===== config.mk =====
export PLATFORM = sky130hd
export DESIGN_NAME = time_counter_flat
export DESIGN_NICKNAME = d
export VERILOG_FILES = /design/src/rtl/time_counter_if.sv /design/src/rtl/time_counter.sv /design/src/flat_wrapper.sv
export SDC_FILE = /design/constraint.sdc
export NUM_CORES = 1
export LEC_CHECK = 0
export ABC_AREA = 1
export CORE_AREA = 2 2 98 81
export CTS_CLUSTER_SIZE = 30
export DETAILED_ROUTE_END_ITERATION = 10
export DIE_AREA = 0 0 100 83
export GPL_TIMING_DRIVEN = 0
export HOLD_SLACK_MARGIN = 0.05
export PLACE_DENSITY_LB_ADDON = 0.1
export SYNTH_ARGS = -nofsm -noshare
export SYNTH_HDL_FRONTEND = slang
export SYNTH_SLANG_ARGS = --single-unit

===== constraint.sdc =====
create_clock -name clk -period 2.9 [get_ports clk]
set_input_delay 0.29 -clock clk [delete_from_list [all_inputs] [get_ports clk]]
set_output_delay 0.29 -clock clk [all_outputs]
set_load 0.01 [all_outputs]

===== src/rtl/time_counter_if.sv =====
// Signal bundle between the time-setting block and the time-of-day counter.
// master = side that drives load/set/run controls, slave = the counter itself.
// With TIME_COUNTER_HOUR12_EN defined the bundle also carries the pm flag.
interface time_counter_if;
    logic       load;
    logic [7:0] set_hours;
    logic [7:0] set_minutes;
    logic [7:0] set_seconds;
    logic       run_en;
    logic [7:0] hours;
    logic [7:0] minutes;
    logic [7:0] seconds;
    logic       sec_tick;
    logic       day_wrap;
    logic       load_err;
`ifdef TIME_COUNTER_HOUR12_EN
    logic       pm;
`endif

    modport master (
        output load, set_hours, set_minutes, set_seconds, run_en,
        input  hours, minutes, seconds, sec_tick, day_wrap, load_err
`ifdef TIME_COUNTER_HOUR12_EN
        , input pm
`endif
    );

    modport slave (
        input  load, set_hours, set_minutes, set_seconds, run_en,
        output hours, minutes, seconds, sec_tick, day_wrap, load_err
`ifdef TIME_COUNTER_HOUR12_EN
        , output pm
`endif
    );
endinterface


===== src/rtl/time_counter.sv =====
// Time-of-day counter 00:00:00..23:59:59 driven by a 1 Hz tick divided
// down from clk. Captures a user-set time on a load strobe; rejects
// out-of-range loads with a load_err pulse.
// Optional macro TIME_COUNTER_HOUR12_EN: hours is presented in 12-hour
// form with a pm flag; the internal count stays 24-hour.
module time_counter #(
    parameter int TICK_DIV   = 100000000,
    parameter int PRESCALE_W = 27
) (
    input  logic          clk,
    input  logic          reset,
    time_counter_if.slave tc
);

    typedef enum logic {
        STOPPED = 1'b0,
        RUNNING = 1'b1
    } state_t;

    localparam logic [PRESCALE_W-1:0] PRESC_LAST = PRESCALE_W'(TICK_DIV - 1);
    localparam logic [PRESCALE_W-1:0] PRESC_ONE  = PRESCALE_W'(1);

    // Increment with wrap to zero after 'top'.
    function automatic logic [7:0] wrap_inc(input logic [7:0] value,
                                            input logic [7:0] top);
        return (value == top) ? 8'd0 : value + 8'd1;
    endfunction

`ifdef TIME_COUNTER_HOUR12_EN
    // 24-hour value to {pm, 12-hour value}; midnight shows as 12 am.
    function automatic logic [8:0] to_12h(input logic [7:0] h24);
        if (h24 == 8'd0)
            return {1'b0, 8'd12};
        else if (h24 < 8'd12)
            return {1'b0, h24};
        else if (h24 == 8'd12)
            return {1'b1, 8'd12};
        else
            return {1'b1, h24 - 8'd12};
    endfunction
`endif

    state_t                  state_q, state_d;
    logic                    counting;
    logic                    load_ok;
    logic                    tick;

    logic [PRESCALE_W-1:0]   presc_p0, presc_p1;
    logic [7:0]              hours_p0, hours_p1;
    logic [7:0]              minutes_p0, minutes_p1;
    logic [7:0]              seconds_p0, seconds_p1;
    logic                    vld_p0, vld_p1;
    logic                    wrap_p0, wrap_p1;
    logic                    err_p0, err_p1;
`ifdef TIME_COUNTER_HOUR12_EN
    logic [8:0]              disp_p0;
    logic [7:0]              disp_hours_p1;
    logic                    pm_p1;
`endif

    // Run/pause FSM next state: follows run_en at the sampling edge.
    always_comb begin
        state_d = state_q;
        case (state_q)
            STOPPED: if (tc.run_en)  state_d = RUNNING;
            RUNNING: if (!tc.run_en) state_d = STOPPED;
            default: state_d = STOPPED;
        endcase
    end

    // Next-time computation: load beats tick; a rejected load leaves the
    // count alone and only raises load_err.
    always_comb begin
        counting = (state_d == RUNNING);
        load_ok  = tc.load
                   && (tc.set_hours   <= 8'd23)
                   && (tc.set_minutes <= 8'd59)
                   && (tc.set_seconds <= 8'd59);
        tick     = counting && (presc_p1 == PRESC_LAST);

        presc_p0   = presc_p1;
        hours_p0   = hours_p1;
        minutes_p0 = minutes_p1;
        seconds_p0 = seconds_p1;
        vld_p0     = 1'b0;
        wrap_p0    = 1'b0;
        err_p0     = tc.load && !load_ok;

        if (load_ok) begin
            // Prescaler restarts so the first tick is a full second away;
            // a tick due this cycle is dropped.
            presc_p0   = '0;
            hours_p0   = tc.set_hours;
            minutes_p0 = tc.set_minutes;
            seconds_p0 = tc.set_seconds;
        end else if (counting) begin
            if (tick) begin
                presc_p0   = '0;
                vld_p0     = 1'b1;
                seconds_p0 = wrap_inc(seconds_p1, 8'd59);
                if (seconds_p1 == 8'd59) begin
                    minutes_p0 = wrap_inc(minutes_p1, 8'd59);
                    if (minutes_p1 == 8'd59) begin
                        hours_p0 = wrap_inc(hours_p1, 8'd23);
                        wrap_p0  = (hours_p1 == 8'd23);
                    end
                end
            end else begin
                presc_p0 = presc_p1 + PRESC_ONE;
            end
        end

`ifdef TIME_COUNTER_HOUR12_EN
        disp_p0 = to_12h(hours_p0);
`endif
    end

    // ---- stage p0 -> p1: state, prescaler, time and pulse registers ----
    always_ff @(posedge clk) begin
        if (reset) begin
            state_q       <= STOPPED;
            presc_p1      <= '0;
            hours_p1      <= 8'd0;
            minutes_p1    <= 8'd0;
            seconds_p1    <= 8'd0;
            vld_p1        <= 1'b0;
            wrap_p1       <= 1'b0;
            err_p1        <= 1'b0;
`ifdef TIME_COUNTER_HOUR12_EN
            disp_hours_p1 <= 8'd12;
            pm_p1         <= 1'b0;
`endif
        end else begin
            state_q       <= state_d;
            presc_p1      <= presc_p0;
            hours_p1      <= hours_p0;
            minutes_p1    <= minutes_p0;
            seconds_p1    <= seconds_p0;
            vld_p1        <= vld_p0;
            wrap_p1       <= wrap_p0;
            err_p1        <= err_p0;
`ifdef TIME_COUNTER_HOUR12_EN
            disp_hours_p1 <= disp_p0[7:0];
            pm_p1         <= disp_p0[8];
`endif
        end
    end

`ifdef TIME_COUNTER_HOUR12_EN
    assign tc.hours = disp_hours_p1;
    assign tc.pm    = pm_p1;
`else
    assign tc.hours = hours_p1;
`endif
    assign tc.minutes  = minutes_p1;
    assign tc.seconds  = seconds_p1;
    assign tc.sec_tick = vld_p1;
    assign tc.day_wrap = wrap_p1;
    assign tc.load_err = err_p1;

endmodule


===== src/flat_wrapper.sv =====
// flat-port wrapper written by rule: the top's interface ports become plain ports
module time_counter_flat 
#(
    parameter int TICK_DIV   = 100000000,
    parameter int PRESCALE_W = 27
)
  (clk, reset, tc_load, tc_set_hours, tc_set_minutes, tc_set_seconds, tc_run_en, tc_hours, tc_minutes, tc_seconds, tc_sec_tick, tc_day_wrap, tc_load_err);
  time_counter_if tc_i ();
  input  logic clk;
  input  logic reset;
  input wire logic [$bits(tc_i.load)-1:0] tc_load;
  input wire logic [$bits(tc_i.set_hours)-1:0] tc_set_hours;
  input wire logic [$bits(tc_i.set_minutes)-1:0] tc_set_minutes;
  input wire logic [$bits(tc_i.set_seconds)-1:0] tc_set_seconds;
  input wire logic [$bits(tc_i.run_en)-1:0] tc_run_en;
  output wire logic [$bits(tc_i.hours)-1:0] tc_hours;
  output wire logic [$bits(tc_i.minutes)-1:0] tc_minutes;
  output wire logic [$bits(tc_i.seconds)-1:0] tc_seconds;
  output wire logic [$bits(tc_i.sec_tick)-1:0] tc_sec_tick;
  output wire logic [$bits(tc_i.day_wrap)-1:0] tc_day_wrap;
  output wire logic [$bits(tc_i.load_err)-1:0] tc_load_err;
  assign tc_i.load = tc_load;
  assign tc_i.set_hours = tc_set_hours;
  assign tc_i.set_minutes = tc_set_minutes;
  assign tc_i.set_seconds = tc_set_seconds;
  assign tc_i.run_en = tc_run_en;
  assign tc_hours = tc_i.hours;
  assign tc_minutes = tc_i.minutes;
  assign tc_seconds = tc_i.seconds;
  assign tc_sec_tick = tc_i.sec_tick;
  assign tc_day_wrap = tc_i.day_wrap;
  assign tc_load_err = tc_i.load_err;
  time_counter #(.TICK_DIV(TICK_DIV), .PRESCALE_W(PRESCALE_W)) u_core (.clk(clk), .reset(reset), .tc(tc_i));
endmodule

==> summary.txt <==
GRT
  – First-pass GRT wire length: around 14000 um
  – Number of global-route vias before repair: 3184
  – Total track usage: 0.210
  – Initial antenna violation count: 0
  – GRT overflow: 0
  – Largest net degree at the start of global routing: 16

CTS
  – Clock-pin slew on the worst setup and hold paths: 0.10 ns
  – Clk_lat worst skew: around 0.31 ns
  – Clk sinks: 54
  – Post-CTS Setup Bufs: 0
  – Post-CTS sizing: 0
  – CTS Hold Bufs: 0
  – H-tree depth: 2
  – CTS max path bufs: 2
  – CTS Buf Count: 5
  – CTS Root Cell: clkbuf_8
  – CTS tree: done

Synthesis
  – Seq/Total Area, Yosys: 0.337
  – Synth warn: 0
  – Syn nets: 552
  – Ys async rst share: 0
  – Synth Cell Area: about 3200 um2
  – Flops & latches, synth: 54
  – Post-synthesis cell count: 520
  – Post-synth top flop: dfxtp_1
  – Yosys cell types: 33
  – Avg Cell Area, Syn: ~6.2 um2
  – Post-synth EDFFs: 0

Final layout
  – Final-layout fill cell count: 757
  – Antenna Cells: 0
  – Layout cells sized above 1: 0.0534
  – Most frequent cells in the layout: nand2_1 (151), nor2_1 (102), inv_1 (63)
  – Synth-to-Final Area Change: 23.9%
  – Fin nets: 613
  – Commonest non-fill, non-tap cell in the layout: nand2_1
  – Core Util, Final: 0.545

Placed design
  – Placer Congestion: about 0.87
  – IO buf count: 54
  – Hpwl dp: 6350 um

Status
  – Status: finished, final reports clean

Pwr
  – P_leak: 0.00170 uW
  – VDD IR max: approximately 0.26 mV
  – Cell Pwr Density: approximately 340 nW/um2

Critical path
  – CP arrival: 2.22 ns
  – Startpoint types: flip-flop
  – Critical path cell sequence: ha_1 > nand2_1 > nor3_1 > nand3_1 > nand2_1 > nand3_1 > nor2_1 > nor2_1
  – FF-to-FF End: u_core.tc.hours[0]
  – Slowest CP cell: dfxtp_1
  – Cell depth of the worst setup path: 8
  – WP buf/inv: 0
  – Required @ worst endpoint: around 3.1 ns
  – Worst Setup EP: u_core.tc.hours[0]
  – CP top delay family: simple AND/OR/NAND/NOR gates
  – Worst r2r src: u_core.tc.minutes[1]
  – CP startpoint: u_core.tc.minutes[1]
  – R2r worst-path depth: 8
  – CP Max Fanout: 8
  – Setup Crit Path Kind: reg2reg
  – Critical path endpoint category: flip-flop
  – CP max stage delay: 0.43 ns
  – Reg2Reg Setup Slack: 0.89 ns

STA
  – Crit path time final: around 2 ns
  – TNS Setup: 0 ns
  – Setup Skew: just over 0.01 ns
  – Worst Tran Pin Value: 0.536 ns
  – RSZ-0062 raised after global routing: no
  – Final Hold Fails: 0
  – Final Max Slew Viols: 0
  – Period utilization: 0.694
  – Rel. slew slack: 0.643
  – Endpoints failing setup: 0
  – Fmax: 497 MHz

Floorplanning
  – Horiz. Die Dim: around 100 um
  – Cell Rows: 28
  – Starting Density: 0.440
  – Die H: 83 um
  – Ports: 55
  – Die area: 8300 um2
  – Core ar.: 7290 um2

Detailed routing
  – Vias/cell: 4.95
  – DR WL/cell: 12.3 um
  – Pre-Repair DR Iteration Count: 5
  – Total number of vias: 3322
  – Antenna-violating nets left: 0
  – Initial detailed-routing violation count: around 170
  – DRT Wirelength: just over 8000 um
  – DRC: 0

Flow run
  – Max-Cap Viols: 0

Hold path
  – Worst hold-check path type: reg2reg
## worst min-delay path: cells and delay by family (launching register included)
family / cells / cell delay [ns]
flops: 1 / 0.34
simple gates: 1 / 0.07
compound gates: 1 / 0.06
## power by group
group	switching (uW)	leakage, uW	internal (uW)
registers	2.33	0.000435	744
clock network	257	0.0000573	277
logic	40.0	0.00120	43.7
total	299	0.00170	1060
## synthesized netlist by cell type, types with 3 or more instances
cell type / instances / share of area
a21oi_1: 15 / 0.023
dfxtp_1: 54 / 0.34
ha_1: 4 / 0.016
inv_1: 63 / 0.074
inv_2: 3 / 0.0035
nand2_1: 151 / 0.18
nand2_2: 7 / 0.014
nand3_1: 32 / 0.050
nand4_1: 8 / 0.016
nor2_1: 102 / 0.12
nor2_2: 3 / 0.0059
nor3_1: 15 / 0.023
nor3b_1: 5 / 0.012
nor4_1: 4 / 0.0078
o21ai_0: 16 / 0.025
xor2_1: 15 / 0.041
## final cells by class
type / count / area, um2 / area share
Multi-Input combinational cell: 393 / 1840 / 0.463
Sequential cell: 54 / 1080 / 0.272
Timing Repair Buffer: 54 / 541 / 0.136
Inverter: 66 / 248 / 0.0624
Tap cell: 90 / 113 / 0.0284
Clock buffer: 6 / 82.6 / 0.0208
Buffer: 7 / 40.0 / 0.0101
Clock inverter: 1 / 30.0 / 0.00756
## stage by stage
step	std cells	worst slack, ns	total power, uW	area (um2)	hold slack [ns]
finish	671	0.886	1360	3970	0.508
global route	671	0.621	1410	3970	0.542
CTS	671	0.878	1370	3970	0.506
detailed placement	664	0.649	847	3860	0.492
global placement	664	0.676	846	3860	0.478
floorplan	520	1.32	792	3210	0.359
## registers in the layout (all words and copies together), names as in the netlist
register,count
u_core.presc_p1,27
u_core.tc.day_wrap,1
u_core.tc.hours,8
u_core.tc.load_err,1
u_core.tc.minutes,8
u_core.tc.sec_tick,1
u_core.tc.seconds,8
## worst min-delay path by stage
| stage | startpoint | depth (start not counted) | end |
|---|---|---|---|
| finish | u_core.presc_p1[1] | 2 | u_core.presc_p1[1] |
| global route | u_core.presc_p1[1] | 2 | u_core.presc_p1[1] |
| CTS | u_core.presc_p1[1] | 2 | u_core.presc_p1[1] |
| detailed placement | u_core.presc_p1[1] | 2 | u_core.presc_p1[1] |
| global placement | u_core.presc_p1[1] | 2 | u_core.presc_p1[1] |
| floorplan | reset | 1 | u_core.tc.seconds[0] |
## metal layers
metal,vias up,wire length [um],part of all wire,track usage
li1,1747,-,-,-
met1,1484,4330,0.52,0.307
met2,85,3410,0.41,0.311
met3,6,437,0.053,0.0387
met4,0,82,0.0099,0.0623
met5,-,0,0,0
## cells by family (layout without fill, tap and decap cells)
family | Yosys count | count (layout) | share of synthesized area
buf+inv | 73 | 134 | 0.0898
compound gates | 34 | 34 | 0.0550
fa+ha+maj | 4 | 4 | 0.0156
simple gates | 338 | 338 | 0.456
flops | 54 | 54 | 0.337
xor+xnor | 17 | 17 | 0.0465
Note: power is estimated with default switching activity, not from simulation.
